--- src/rtl/mips_pkg.sv ---
// Shared constants for the MIPS pipeline: opcodes, access sizes and MEM-stage FSM states.
package mips_pkg;

    localparam int unsigned XLEN = 32;
    localparam int unsigned REGW = 5;
    localparam int unsigned CNTW = 8;

    localparam logic [5:0] OP_LB  = 6'h20;
    localparam logic [5:0] OP_LH  = 6'h21;
    localparam logic [5:0] OP_LW  = 6'h23;
    localparam logic [5:0] OP_LBU = 6'h24;
    localparam logic [5:0] OP_LHU = 6'h25;
    localparam logic [5:0] OP_SB  = 6'h28;
    localparam logic [5:0] OP_SH  = 6'h29;
    localparam logic [5:0] OP_SW  = 6'h2B;

    typedef enum logic [1:0] {
        SZ_BYTE = 2'd0,
        SZ_HALF = 2'd1,
        SZ_WORD = 2'd2
    } size_e;

    typedef enum logic [1:0] {
        ST_IDLE = 2'd0,
        ST_WAIT = 2'd1,
        ST_ERR  = 2'd2
    } mem_state_e;

endpackage

--- src/rtl/mem_lane_align.sv ---
// Byte-lane steering: store enables/replication and load lane extraction with extension.
module mem_lane_align
    import mips_pkg::*;
(
    input  logic [1:0]      addr_lo,
    input  size_e           size,
    input  logic            sign_ext,
    input  logic [XLEN-1:0] st_data,
    input  logic [XLEN-1:0] rdata,
    output logic [3:0]      st_be,
    output logic [XLEN-1:0] st_wdata,
    output logic [XLEN-1:0] ld_data
);

    logic [7:0]  byte_sel;
    logic [15:0] half_sel;

    always_comb begin
        byte_sel = rdata[{addr_lo, 3'b000} +: 8];
        half_sel = addr_lo[1] ? rdata[31:16] : rdata[15:0];
        st_be    = 4'b1111;
        st_wdata = st_data;
        ld_data  = rdata;
        case (size)
            SZ_BYTE: begin
                st_be    = 4'b0001 << addr_lo;
                st_wdata = {4{st_data[7:0]}};
                ld_data  = sign_ext ? {{24{byte_sel[7]}}, byte_sel} : {24'd0, byte_sel};
            end
            SZ_HALF: begin
                st_be    = addr_lo[1] ? 4'b1100 : 4'b0011;
                st_wdata = {2{st_data[15:0]}};
                ld_data  = sign_ext ? {{16{half_sel[15]}}, half_sel} : {16'd0, half_sel};
            end
            default: begin
                st_be    = 4'b1111;
                st_wdata = st_data;
                ld_data  = rdata;
            end
        endcase
    end

endmodule

--- src/rtl/mem_wb_stage.sv ---
// MEM-stage data-memory access controller with bus-timeout FSM and MEM/WB pipeline register.
module mem_wb_stage
    import mips_pkg::*;
#(
    parameter int unsigned MAX_WAIT = 255
) (
    input  logic            clk,
    input  logic            rst,
    input  logic            MEM_RegW,
    input  logic            MEM_RegW_Src,
    input  logic            MEM_MemW,
    input  logic [4:0]      MEM_WBdst,
    input  logic [5:0]      MEM_instrOp,
    input  logic [31:0]     MEM_Alu_C,
    input  logic [31:0]     MEM_RegFileA,
    input  logic [31:0]     MEM_RegFileB,
    input  logic            MEM_MEMW_src,
    output logic            dm_req,
    output logic            dm_we,
    output logic [3:0]      dm_be,
    output logic [31:0]     dm_addr,
    output logic [31:0]     dm_wdata,
    input  logic [31:0]     dm_rdata,
    input  logic            dm_ready,
    output logic            mem_stall,
    output logic            WB_RegW,
    output logic [4:0]      WB_WBdst,
    output logic [31:0]     WB_data,
    output logic            WB_exc,
    output logic            bus_err
);

    mem_state_e      state_q, state_d;
    logic [CNTW-1:0] cnt_q, cnt_d;
    logic            wb_regw_q, wb_regw_d;
    logic [REGW-1:0] wb_dst_q, wb_dst_d;
    logic [XLEN-1:0] wb_data_q, wb_data_d;
    logic            wb_exc_q, wb_exc_d;
    logic            bus_err_q, bus_err_d;

    logic            is_store, is_load, access, misaligned, req_ok;
    logic            req_c, stall_c, sign_ext;
    size_e           size;
    logic [3:0]      st_be;
    logic [XLEN-1:0] st_data, st_wdata, ld_data;

    // Access decode; a store takes priority over a load flagged on the same instruction.
    always_comb begin
        is_store = MEM_MemW;
        is_load  = MEM_RegW & MEM_RegW_Src & ~MEM_MemW;
        access   = is_store | is_load;
        size     = SZ_WORD;
        sign_ext = 1'b0;
        if (is_store) begin
            case (MEM_instrOp)
                OP_SB:   size = SZ_BYTE;
                OP_SH:   size = SZ_HALF;
                default: size = SZ_WORD;
            endcase
        end else begin
            case (MEM_instrOp)
                OP_LB:   begin size = SZ_BYTE; sign_ext = 1'b1; end
                OP_LBU:  size = SZ_BYTE;
                OP_LH:   begin size = SZ_HALF; sign_ext = 1'b1; end
                OP_LHU:  size = SZ_HALF;
                default: size = SZ_WORD;
            endcase
        end
        misaligned = access & (((size == SZ_HALF) & MEM_Alu_C[0]) |
                               ((size == SZ_WORD) & (MEM_Alu_C[1:0] != 2'b00)));
        req_ok     = access & ~misaligned;
        st_data    = MEM_MEMW_src ? MEM_RegFileA : MEM_RegFileB;
    end

    mem_lane_align u_align (
        .addr_lo  (MEM_Alu_C[1:0]),
        .size     (size),
        .sign_ext (sign_ext),
        .st_data  (st_data),
        .rdata    (dm_rdata),
        .st_be    (st_be),
        .st_wdata (st_wdata),
        .ld_data  (ld_data)
    );

    // Handshake FSM: a completing dm_ready beats the timeout on the final wait cycle.
    always_comb begin
        state_d = state_q;
        cnt_d   = cnt_q;
        req_c   = 1'b0;
        stall_c = 1'b0;
        case (state_q)
            ST_IDLE: begin
                if (req_ok) begin
                    req_c = 1'b1;
                    if (!dm_ready) begin
                        state_d = ST_WAIT;
                        cnt_d   = CNTW'(1);
                        stall_c = 1'b1;
                    end
                end
            end
            ST_WAIT: begin
                req_c = 1'b1;
                if (dm_ready) begin
                    state_d = ST_IDLE;
                    cnt_d   = '0;
                end else if (cnt_q == CNTW'(MAX_WAIT)) begin
                    state_d = ST_ERR;
                    stall_c = 1'b1;
                end else begin
                    cnt_d   = cnt_q + CNTW'(1);
                    stall_c = 1'b1;
                end
            end
            ST_ERR: begin
                stall_c = 1'b1;
            end
            default: begin
                state_d = ST_IDLE;
                cnt_d   = '0;
            end
        endcase
    end

    // Write-back next value; a stalled edge inserts a bubble and holds data/destination.
    always_comb begin
        wb_regw_d = 1'b0;
        wb_exc_d  = 1'b0;
        wb_dst_d  = wb_dst_q;
        wb_data_d = wb_data_q;
        bus_err_d = bus_err_q | (state_d == ST_ERR);
        if (!stall_c) begin
            wb_exc_d  = misaligned;
            wb_regw_d = MEM_RegW & ~MEM_MemW & ~misaligned;
            if (wb_regw_d) begin
                wb_dst_d  = MEM_WBdst;
                wb_data_d = is_load ? ld_data : MEM_Alu_C;
            end
        end
    end

    always_ff @(posedge clk or posedge rst) begin
        if (rst) begin
            state_q   <= ST_IDLE;
            cnt_q     <= '0;
            wb_regw_q <= 1'b0;
            wb_dst_q  <= '0;
            wb_data_q <= '0;
            wb_exc_q  <= 1'b0;
            bus_err_q <= 1'b0;
        end else begin
            state_q   <= state_d;
            cnt_q     <= cnt_d;
            wb_regw_q <= wb_regw_d;
            wb_dst_q  <= wb_dst_d;
            wb_data_q <= wb_data_d;
            wb_exc_q  <= wb_exc_d;
            bus_err_q <= bus_err_d;
        end
    end

    assign dm_req    = req_c & ~rst;
    assign dm_we     = dm_req & is_store;
    assign dm_be     = dm_req ? (is_store ? st_be : 4'b1111) : 4'b0000;
    assign dm_addr   = {MEM_Alu_C[31:2], 2'b00};
    assign dm_wdata  = st_wdata;
    assign mem_stall = stall_c;

    assign WB_RegW  = wb_regw_q;
    assign WB_WBdst = wb_dst_q;
    assign WB_data  = wb_data_q;
    assign WB_exc   = wb_exc_q;
    assign bus_err  = bus_err_q;

endmodule

--- config.mk ---
export PLATFORM = sky130hd
export DESIGN_NAME = mem_wb_stage
export DESIGN_NICKNAME = d
export VERILOG_FILES = /design/src/rtl/mips_pkg.sv /design/src/rtl/mem_lane_align.sv /design/src/rtl/mem_wb_stage.sv
export SDC_FILE = /design/constraint.sdc
export NUM_CORES = 1
export LEC_CHECK = 0
export ABC_AREA = 1
export CAP_MARGIN = 40
export CORE_ASPECT_RATIO = 0.7
export CORE_MARGIN = 3
export CORE_UTILIZATION = 40
export DETAILED_ROUTE_END_ITERATION = 8
export HOLD_SLACK_MARGIN = 0.05
export PLACE_DENSITY = 0.84
export SLEW_MARGIN = 20
export SYNTH_ARGS = -nofsm -noshare
export SYNTH_HDL_FRONTEND = slang
export SYNTH_SLANG_ARGS = --single-unit
--- constraint.sdc ---
create_clock -name clk -period 4.8 [get_ports clk]
set_input_delay 1.44 -clock clk [delete_from_list [all_inputs] [get_ports clk]]
set_output_delay 1.44 -clock clk [all_outputs]
set_load 0.01 [all_outputs]
==> metrics.txt <==
# TYPE chip_impl_metric gauge
chip_impl_metric{name="postSynthRegisterBits",unit=""} 50
chip_impl_metric{name="h-tree-depth",unit=""} 2
chip_impl_metric{name="grt_first_pass_wirelength",unit="um"} 29500
chip_impl_metric{name="wl_met3",unit="um"} 2050
chip_impl_metric{name="rows",unit=""} 32
chip_impl_metric{name="route.antenna.remaining_nets",unit=""} 0
chip_impl_info{name="result_of_the_run",value="finished clean"} 1
chip_impl_info{name="grt_setup_unrepaired",value="yes"} 1
chip_impl_metric{name="final_max_slew_viol_count",unit=""} 0
chip_impl_metric{name="die_x",unit="um"} 135
chip_impl_metric{name="insertedDiodeCount",unit=""} 0
chip_impl_metric{name="fillCellCount",unit=""} 984
chip_impl_metric{name="measured_slew_at_the_worst_slew_check_pin",unit="ps"} 760
chip_impl_info{name="ys_top_cells_by_area",value="sky130_fd_sc_hd__dfrtp_1 27%, sky130_fd_sc_hd__nand2_1 21%, sky130_fd_sc_hd__nand3_1 8.2%"} 1
chip_impl_metric{name="synth_largest_type_area_fraction",unit="%"} 27.0
chip_impl_metric{name="finish.net_count",unit=""} 1149
chip_impl_metric{name="synthesis.area_per_instance",unit="um2"} 6.04
chip_impl_metric{name="cts.path.max_buffers",unit=""} 2
chip_impl_metric{name="netlist_area_before_placement",unit="um2"} 4640
chip_impl_info{name="worst_hold_path_type",value="register to register"} 1
chip_impl_metric{name="drt_iter0_drc",unit=""} 601
chip_impl_metric{name="detailed_place_hpwl",unit="um"} 15000
chip_impl_info{name="critical_path_class",value="input port to primary output"} 1
chip_impl_metric{name="via_count",unit=""} 5957
chip_impl_metric{name="cts_made_buffers",unit=""} 5
chip_impl_metric{name="wl_met2",unit="um"} 8460
chip_impl_info{name="crit_path_cell_trace",value="clkdlybuf4s50_1 > inv_2 > nor2_4 > nand3_2 > nand3_4 > nand2_4 > nor2_4 > inv_2 > a21oi_1 > inv_1 > o221ai_1 > dlygate4sd2_1"} 1
chip_impl_info{name="cts_root_buf",value="sky130_fd_sc_hd__clkbuf_16"} 1
chip_impl_metric{name="power_per_cell_area",unit="nW/um2"} 255
chip_impl_metric{name="drt_drc_violations_left",unit=""} 0
chip_impl_metric{name="layoutNonFillerInstCount",unit=""} 1156
chip_impl_metric{name="hold-path-cell-count",unit=""} 1
chip_impl_metric{name="ioPinCount",unit=""} 257
chip_impl_info{name="rr_endpoint",value="WB_data[6]"} 1
chip_impl_metric{name="core_area",unit="um2"} 11200
chip_impl_metric{name="ys_seq_area_share",unit="%"} 27.0
chip_impl_metric{name="layout-drive-gt1-share",unit="%"} 13.4
chip_impl_metric{name="port_buffers",unit=""} 254
chip_impl_metric{name="vias_per_cell",unit=""} 5.15
chip_impl_info{name="critPathSlowestCell",value="sky130_fd_sc_hd__clkdlybuf4s50_1"} 1
chip_impl_metric{name="cts.clk_slew.worst_paths",unit="ps"} 70
chip_impl_metric{name="number_of_hold_slack_violations_in_the_final_timing_report",unit=""} 0
chip_impl_metric{name="final_core_utilization",unit="%"} 66.6
chip_impl_info{name="critical_path.reg2reg.startpoint",value="state_q[0]"} 1
chip_impl_metric{name="syn2layout_area_growth",unit="%"} 60.4
chip_impl_metric{name="routed_wirelength",unit="um"} 19300
chip_impl_metric{name="gpl.final_weighted_congestion",unit=""} 0.988
chip_impl_info{name="hold_start",value="bus_err"} 1
chip_impl_metric{name="worst-endpoint-arrival",unit="ps"} 3340
chip_impl_metric{name="worst_skew_pair_latency",unit="ps"} 290
chip_impl_metric{name="min_period_over_period",unit="%"} 99.5
chip_impl_metric{name="netlist_instances",unit=""} 768
chip_impl_metric{name="reg2reg_depth",unit=""} 7
chip_impl_metric{name="grt_max_degree",unit=""} 51
chip_impl_metric{name="setup_tns",unit="ps"} 0
chip_impl_metric{name="antenna_violations_before_repair",unit=""} 0
chip_impl_metric{name="fp.dieArea",unit="um2"} 13000
chip_impl_info{name="cts_tree",value="built"} 1
chip_impl_metric{name="crit_path_max_fanout",unit=""} 5
chip_impl_metric{name="avgRoutedWirePerCell",unit="um"} 16.7
chip_impl_metric{name="irDropWorstVdd",unit="mV"} 0.245
chip_impl_metric{name="grt_util_all_layers",unit="%"} 29.0
chip_impl_metric{name="r2r_setup_slk",unit="ps"} 2800
chip_impl_metric{name="placed_cells",unit=""} 1139
chip_impl_metric{name="first_global_vias",unit=""} 5474
chip_impl_metric{name="globalRoute.totalOverflow",unit=""} 0
chip_impl_info{name="start_kind",value="input port"} 1
chip_impl_metric{name="firstDrtPassIters",unit=""} 5
chip_impl_metric{name="fmax",unit="MHz"} 209
chip_impl_info{name="worst_hold_path.endpoint",value="bus_err"} 1
chip_impl_metric{name="static-leakage-power",unit="nW"} 3.66
chip_impl_metric{name="ys_warn_count",unit=""} 0
chip_impl_metric{name="critical_path.max_stage_delay",unit="ps"} 470
chip_impl_metric{name="slew-limit-headroom",unit="%"} 49.3
chip_impl_metric{name="finalClockSkew",unit="ps"} 6.33
chip_impl_metric{name="cts_sinks",unit=""} 50
chip_impl_metric{name="final_period_minus_worst_setup_slack",unit="ps"} 4780
chip_impl_metric{name="synth_cell_type_count",unit=""} 30
chip_impl_metric{name="drt-met1-wl",unit="um"} 8440
chip_impl_metric{name="worst-endpoint-required",unit="ps"} 3360
chip_impl_info{name="netlist.top_cell.by_area",value="sky130_fd_sc_hd__dfrtp_1"} 1
chip_impl_info{name="crit_path_end_kind",value="primary output"} 1
chip_impl_metric{name="initial_core_util",unit="%"} 41.5
chip_impl_metric{name="dieHeight",unit="um"} 96.1
chip_impl_metric{name="setup_violations",unit=""} 0
chip_impl_metric{name="max_cap_viols",unit=""} 0
chip_impl_info{name="highest_signal_layer",value="met4"} 1
worst max-delay path, delay by kind of cell:
family | cells | cell delay [ps]
AOI/OAI and AO/OA | 2 | 220
buffers and inverters | 5 | 1000
and+or+nand+nor | 5 | 690
cells by family (layout without fill, tap and decap cells):
kind of cell | count (synthesis) | after routing | synth area share (%)
simple gates | 472 | 472 | 43.6
flops | 50 | 50 | 27.0
compound gates | 96 | 96 | 11.7
xor+xnor | 3 | 3 | 0.566
fa+ha+maj | 1 | 1 | 0.270
other cells | 1 | 2 | 0.0808
mux | 8 | 8 | 1.73
buf+inv | 137 | 371 | 15.0
timing repair:
item,4_1_cts,5_1_grt
cloned,2,0
buffers inserted,3,4
pin swaps,0,3
hold buffers,0,0
setup endpoints to repair,31,26
resized for setup,50,46
cell usage in the layout (no fill, tap or decap), types with 3 or more instances in the layout:
master / n
sky130_fd_sc_hd__nand2_1: 256
sky130_fd_sc_hd__clkdlybuf4s50_1: 222
sky130_fd_sc_hd__nor2_1: 83
sky130_fd_sc_hd__nand3_1: 72
sky130_fd_sc_hd__inv_1: 55
sky130_fd_sc_hd__dfrtp_1: 50
sky130_fd_sc_hd__a21oi_1: 41
sky130_fd_sc_hd__buf_4: 39
sky130_fd_sc_hd__o21ai_0: 28
sky130_fd_sc_hd__or2_2: 27
sky130_fd_sc_hd__clkbuf_2: 15
sky130_fd_sc_hd__a31oi_1: 12
sky130_fd_sc_hd__dlygate4sd2_1: 12
sky130_fd_sc_hd__nand4_1: 9
sky130_fd_sc_hd__nand3_2: 8
sky130_fd_sc_hd__mux2i_1: 8
sky130_fd_sc_hd__o221ai_1: 8
sky130_fd_sc_hd__inv_2: 7
sky130_fd_sc_hd__nor2_2: 5
sky130_fd_sc_hd__nand2_2: 5
sky130_fd_sc_hd__clkinvlp_4: 5
sky130_fd_sc_hd__clkbuf_16: 5
sky130_fd_sc_hd__xor2_1: 3
sky130_fd_sc_hd__buf_2: 3
layer usage:
layer,vias up,track usage (%)
met3,26,6.01
met5,-,0
li1,2893,-
met2,374,45.1
met4,0,5.76
met1,2664,41.9
per-stage QoR:
step / total power [mW] / area (um2) / setup WS [ps] / hold slack [ps]
3_5_place_dp: 1.50 / 7240 / -292 / 455
5_1_grt: 2.01 / 7440 / -123 / 488
3_3_place_gp: 1.49 / 7220 / -229 / 457
4_1_cts: 1.90 / 7450 / -25.0 / 472
2_1_floorplan: 0.980 / 4640 / 192 / 479
6_report: 1.90 / 7440 / 24.7 / 469
registers in the layout, indices dropped and copies added (netlist names):
signal    flops
bus_err       1
state_q       2
WB_RegW       1
WB_exc        1
WB_data      32
cnt_q         8
WB_WBdst      5
how the worst max path moves through the flow:
stage / from / endpoint / slack (ps) / depth (start not counted)
after floorplan: rst / dm_be[0] / 190 / 3
after global routing: MEM_instrOp[1] / dm_be[3] / -120 / 11
after detailed placement: MEM_instrOp[5] / dm_be[2] / -290 / 12
final: MEM_instrOp[5] / dm_wdata[25] / 20 / 12
after CTS: MEM_instrOp[3] / dm_be[3] / -30 / 12
after global placement: MEM_instrOp[5] / dm_be[2] / -230 / 12
synth_stat cells, drive strengths merged:
cell,n
nand2,263
nor2,90
nand3,81
inv,63
buf,58
dfrtp,50
a21oi,44
o21ai,29
or2,27
clkbuf,16
a31oi,12
nand4,9
mux2i,8
o221ai,8
xor2,3
o31ai,2
a21boi,1
conb,1
ha,1
nor3,1
nor4,1
layout make-up:
cell class	count	area, um2	share of cell area (%)
timing repair buffer	298	2820	37.9
multi-input combinational	582	2760	37.0
sequential	50	1250	16.8
inverter	63	240	3.23
tap	153	191	2.57
clock buffer	5	125	1.68
clock inverter	3	45.0	0.605
timing repair inverter	2	15.0	0.202
power by group:
part	internal [mW]	total, mW	switching (mW)
Clock	0.246	0.406	0.160
Combinational	0.474	0.892	0.418
Sequential	0.529	0.601	0.0724
Total	1.25	1.90	0.651
No activity file was read; power rests on OpenSTA's default activity.
==> variant (same settings) <==
Put one more register stage on the output `bus_err`, cleared by the reset. The value now appears one clock later. The other outputs are not delayed to match.
--- a/src/rtl/mem_wb_stage.sv
+++ b/src/rtl/mem_wb_stage.sv
@@ -172,5 +172,11 @@
     assign WB_data  = wb_data_q;
     assign WB_exc   = wb_exc_q;
-    assign bus_err  = bus_err_q;
+    always_ff @(posedge clk or posedge rst) begin
+        if (rst) begin
+            bus_err <= '0;
+        end else begin
+            bus_err <= bus_err_q;
+        end
+    end
 
 endmodule
Function: same outputs for any inputs over 4 cycles, from zero or initial values and one cycle with rst high; that may be too few to reach the edited logic, so the function may still have changed.
==> variant against the original RTL <==
  * Critical path depth down 3
  * Wire length grew 2.4%
  * Final area shrank 0.35%
  * Setup slack gained 0.029 ns
  * Fmax rose by 0.62%
  * Sequential share of layout area increased by 0.40 points
  * Non-clock buffer count up 7
  * Clock skew is 0.0039 ns lower
  * Total power down 2.3%
  * Area after synthesis decreased by 1.3%
  * Sequential cell count is 1 higher
  * Combinational power up 1%
  * Critical endpoint is now dm_wdata[23]
  * Largest cell class unchanged
  * Highest routed layer unchanged
==> variant: results (changes against the original RTL) <==
\begin{tabular}{lr}
\hline
Metric & Value \\
\hline
\multicolumn{2}{l}{\textbf{Outcome}} \\
Status & finished clean \\
\multicolumn{2}{l}{\textbf{Worst setup path}} \\
Capture instance of the worst register-to-register path & cnt\_q[1]\$\_DFFE\_PP0P\_ \\
Critical Path AT & 3.31 ns (-0.03 ns) \\
Slowest cell delay on critical path & 0.56 ns (+0.09 ns) \\
Critical path origin & MEM\_instrOp[0] \\
Critical register-to-register path startpoint & cnt\_q[0]\$\_DFFE\_PP0P\_ \\
Highest net fanout along the worst path & 9 (+4) \\
Register-to-register setup slack & 2.79 ns (about the same) \\
Cells on worst reg2reg path & 9 (+2) \\
\multicolumn{2}{l}{\textbf{Cells and area}} \\
Nets & 1146 (-0.26\%) \\
Share of post-route cells with drive strength above 1 & 0.1170 (-0.01660) \\
Filler Cells Inserted & 1025 (+4.2\%) \\
\multicolumn{2}{l}{\textbf{Pwr}} \\
Worst VDD drop & 0.0001797 V (-27\%) \\
Switching component of the power & 0.0006480 W (-0.43\%) \\
\multicolumn{2}{l}{\textbf{Drt}} \\
Wire length per cell & 17.12 um (+2.7\%) \\
Iter 0 DRT Violations & 520 (-13\%) \\
Count of vias placed by the detailed router & 5962 (+0.084\%) \\
\multicolumn{2}{l}{\textbf{Yosys}} \\
Sequential fraction of the synthesis area & 0.2785 (+0.008922) \\
Adder-Cell Fraction of Synth Area & 0.002731 (+0.00003460) \\
Multiplexer fraction of the synthesized cell area & 0.01748 (+0.0002215) \\
Share of the synthesized area in compound gates (AO/OA/AOI/OAI) & 0.09749 (-0.01979) \\
Fraction of synthesized cell area taken by the top area cell type & 0.2785 (+0.008922) \\
Post-synth top cells & sky130\_fd\_sc\_hd\_\_nand2\_1 (312), sky130\_fd\_sc\_hd\_\_nand3\_1 (79), sky130\_fd\_sc\_hd\_\_nor2\_1 (77) \\
Top cells by area in the synthesized netlist & sky130\_fd\_sc\_hd\_\_dfrtp\_1 (28\%), sky130\_fd\_sc\_hd\_\_nand2\_1 (26\%), sky130\_fd\_sc\_hd\_\_nand3\_1 (8.6\%) \\
\multicolumn{2}{l}{\textbf{Timing}} \\
Setup clock skew after layout & 0.002449 ns (-0.003882 ns) \\
\multicolumn{2}{l}{\textbf{Global routing}} \\
Total routing usage reported by global routing & 0.2987 (+0.008603) \\
Pin count of the biggest net entering global routing & 52 (+2.0\%) \\
First-pass GRT wire length & 30150 um (+2.3\%) \\
\multicolumn{2}{l}{\textbf{Placement}} \\
DP Area & 7224 um\^{}2 (-0.28\%) \\
Placer's final routability congestion estimate & 0.9847 (-0.28\%) \\
Half-perimeter wire length of the detailed placement result & 15640 um (+4.5\%) \\
\multicolumn{2}{l}{\textbf{Hold path}} \\
Worst min-delay path startpoint & bus\_err\_q\$\_DFF\_PP0\_ \\
WHS Path Cells & 0 (-1) \\
\hline
\end{tabular}
==> variant: power groups by stage <==
stage | clock network (W) | logic (W) | registers [W]
3_5_place_dp | 0 | 0.000904 | 0.000602
6_report | 0.000352 | 0.000904 | 0.000599
4_1_cts | 0.000357 | 0.000898 | 0.000598
2_1_floorplan | 0 | 0.000338 | 0.000647
3_3_place_gp | 0 | 0.000893 | 0.000603
5_1_grt | 0.000372 | 0.000980 | 0.000613
==> variant: timing repair <==
action / in CTS / in global routing
setup buffers: 3 / 0
endpoints found under the setup margin: 23 / 29
gates resized for setup: 37 / 46
pin swaps: 2 / 5
==> variant: stage by stage <==
stage / cells / power, W / hold slack [ns] / setup WS, ns
after floorplan: 762 / 0.0009851 / 0.3468 / 0.1676
after global placement: 1141 / 0.001496 / 0.3615 / -0.3070
after detailed placement: 1141 / 0.001506 / 0.3573 / -0.3950
after CTS: 1152 / 0.001854 / 0.3728 / -0.03248
after global routing: 1153 / 0.001964 / 0.3979 / 0.0007112
final: 1153 / 0.001856 / 0.3730 / 0.05390
==> variant: metal layers <==
metal	vias up	global-route usage	share of wire
li1	2886	-	-
met1	2727	0.4401	0.46
met2	326	0.4592	0.43
met3	23	0.06329	0.10
met4	0	0.04452	0.013
met5	-	0	0
==> variant: layout make-up <==
cell class,instances,area (um^2),area share
multi-input combinational,595,2749,0.3706
clock inverter,3,20.02,0.002699
inverter,41,157.7,0.02125
tap,153,191.4,0.02581
sequential,51,1276,0.1720
clock buffer,5,125.1,0.01687
timing repair buffer,305,2899,0.3908
==> variant: cells by family (layout without fill, tap and decap cells) <==
group                      after synthesis  after routing
muxes                                    8              8
and+or+nand+nor                        504            504
buffers and inverters                  116            354
xor gates and xnor gates                 3              3
DFF                                     51             51
AOI/OAI and AO/OA                       77             77
other                                    1              2
adders and majority gates                1              1
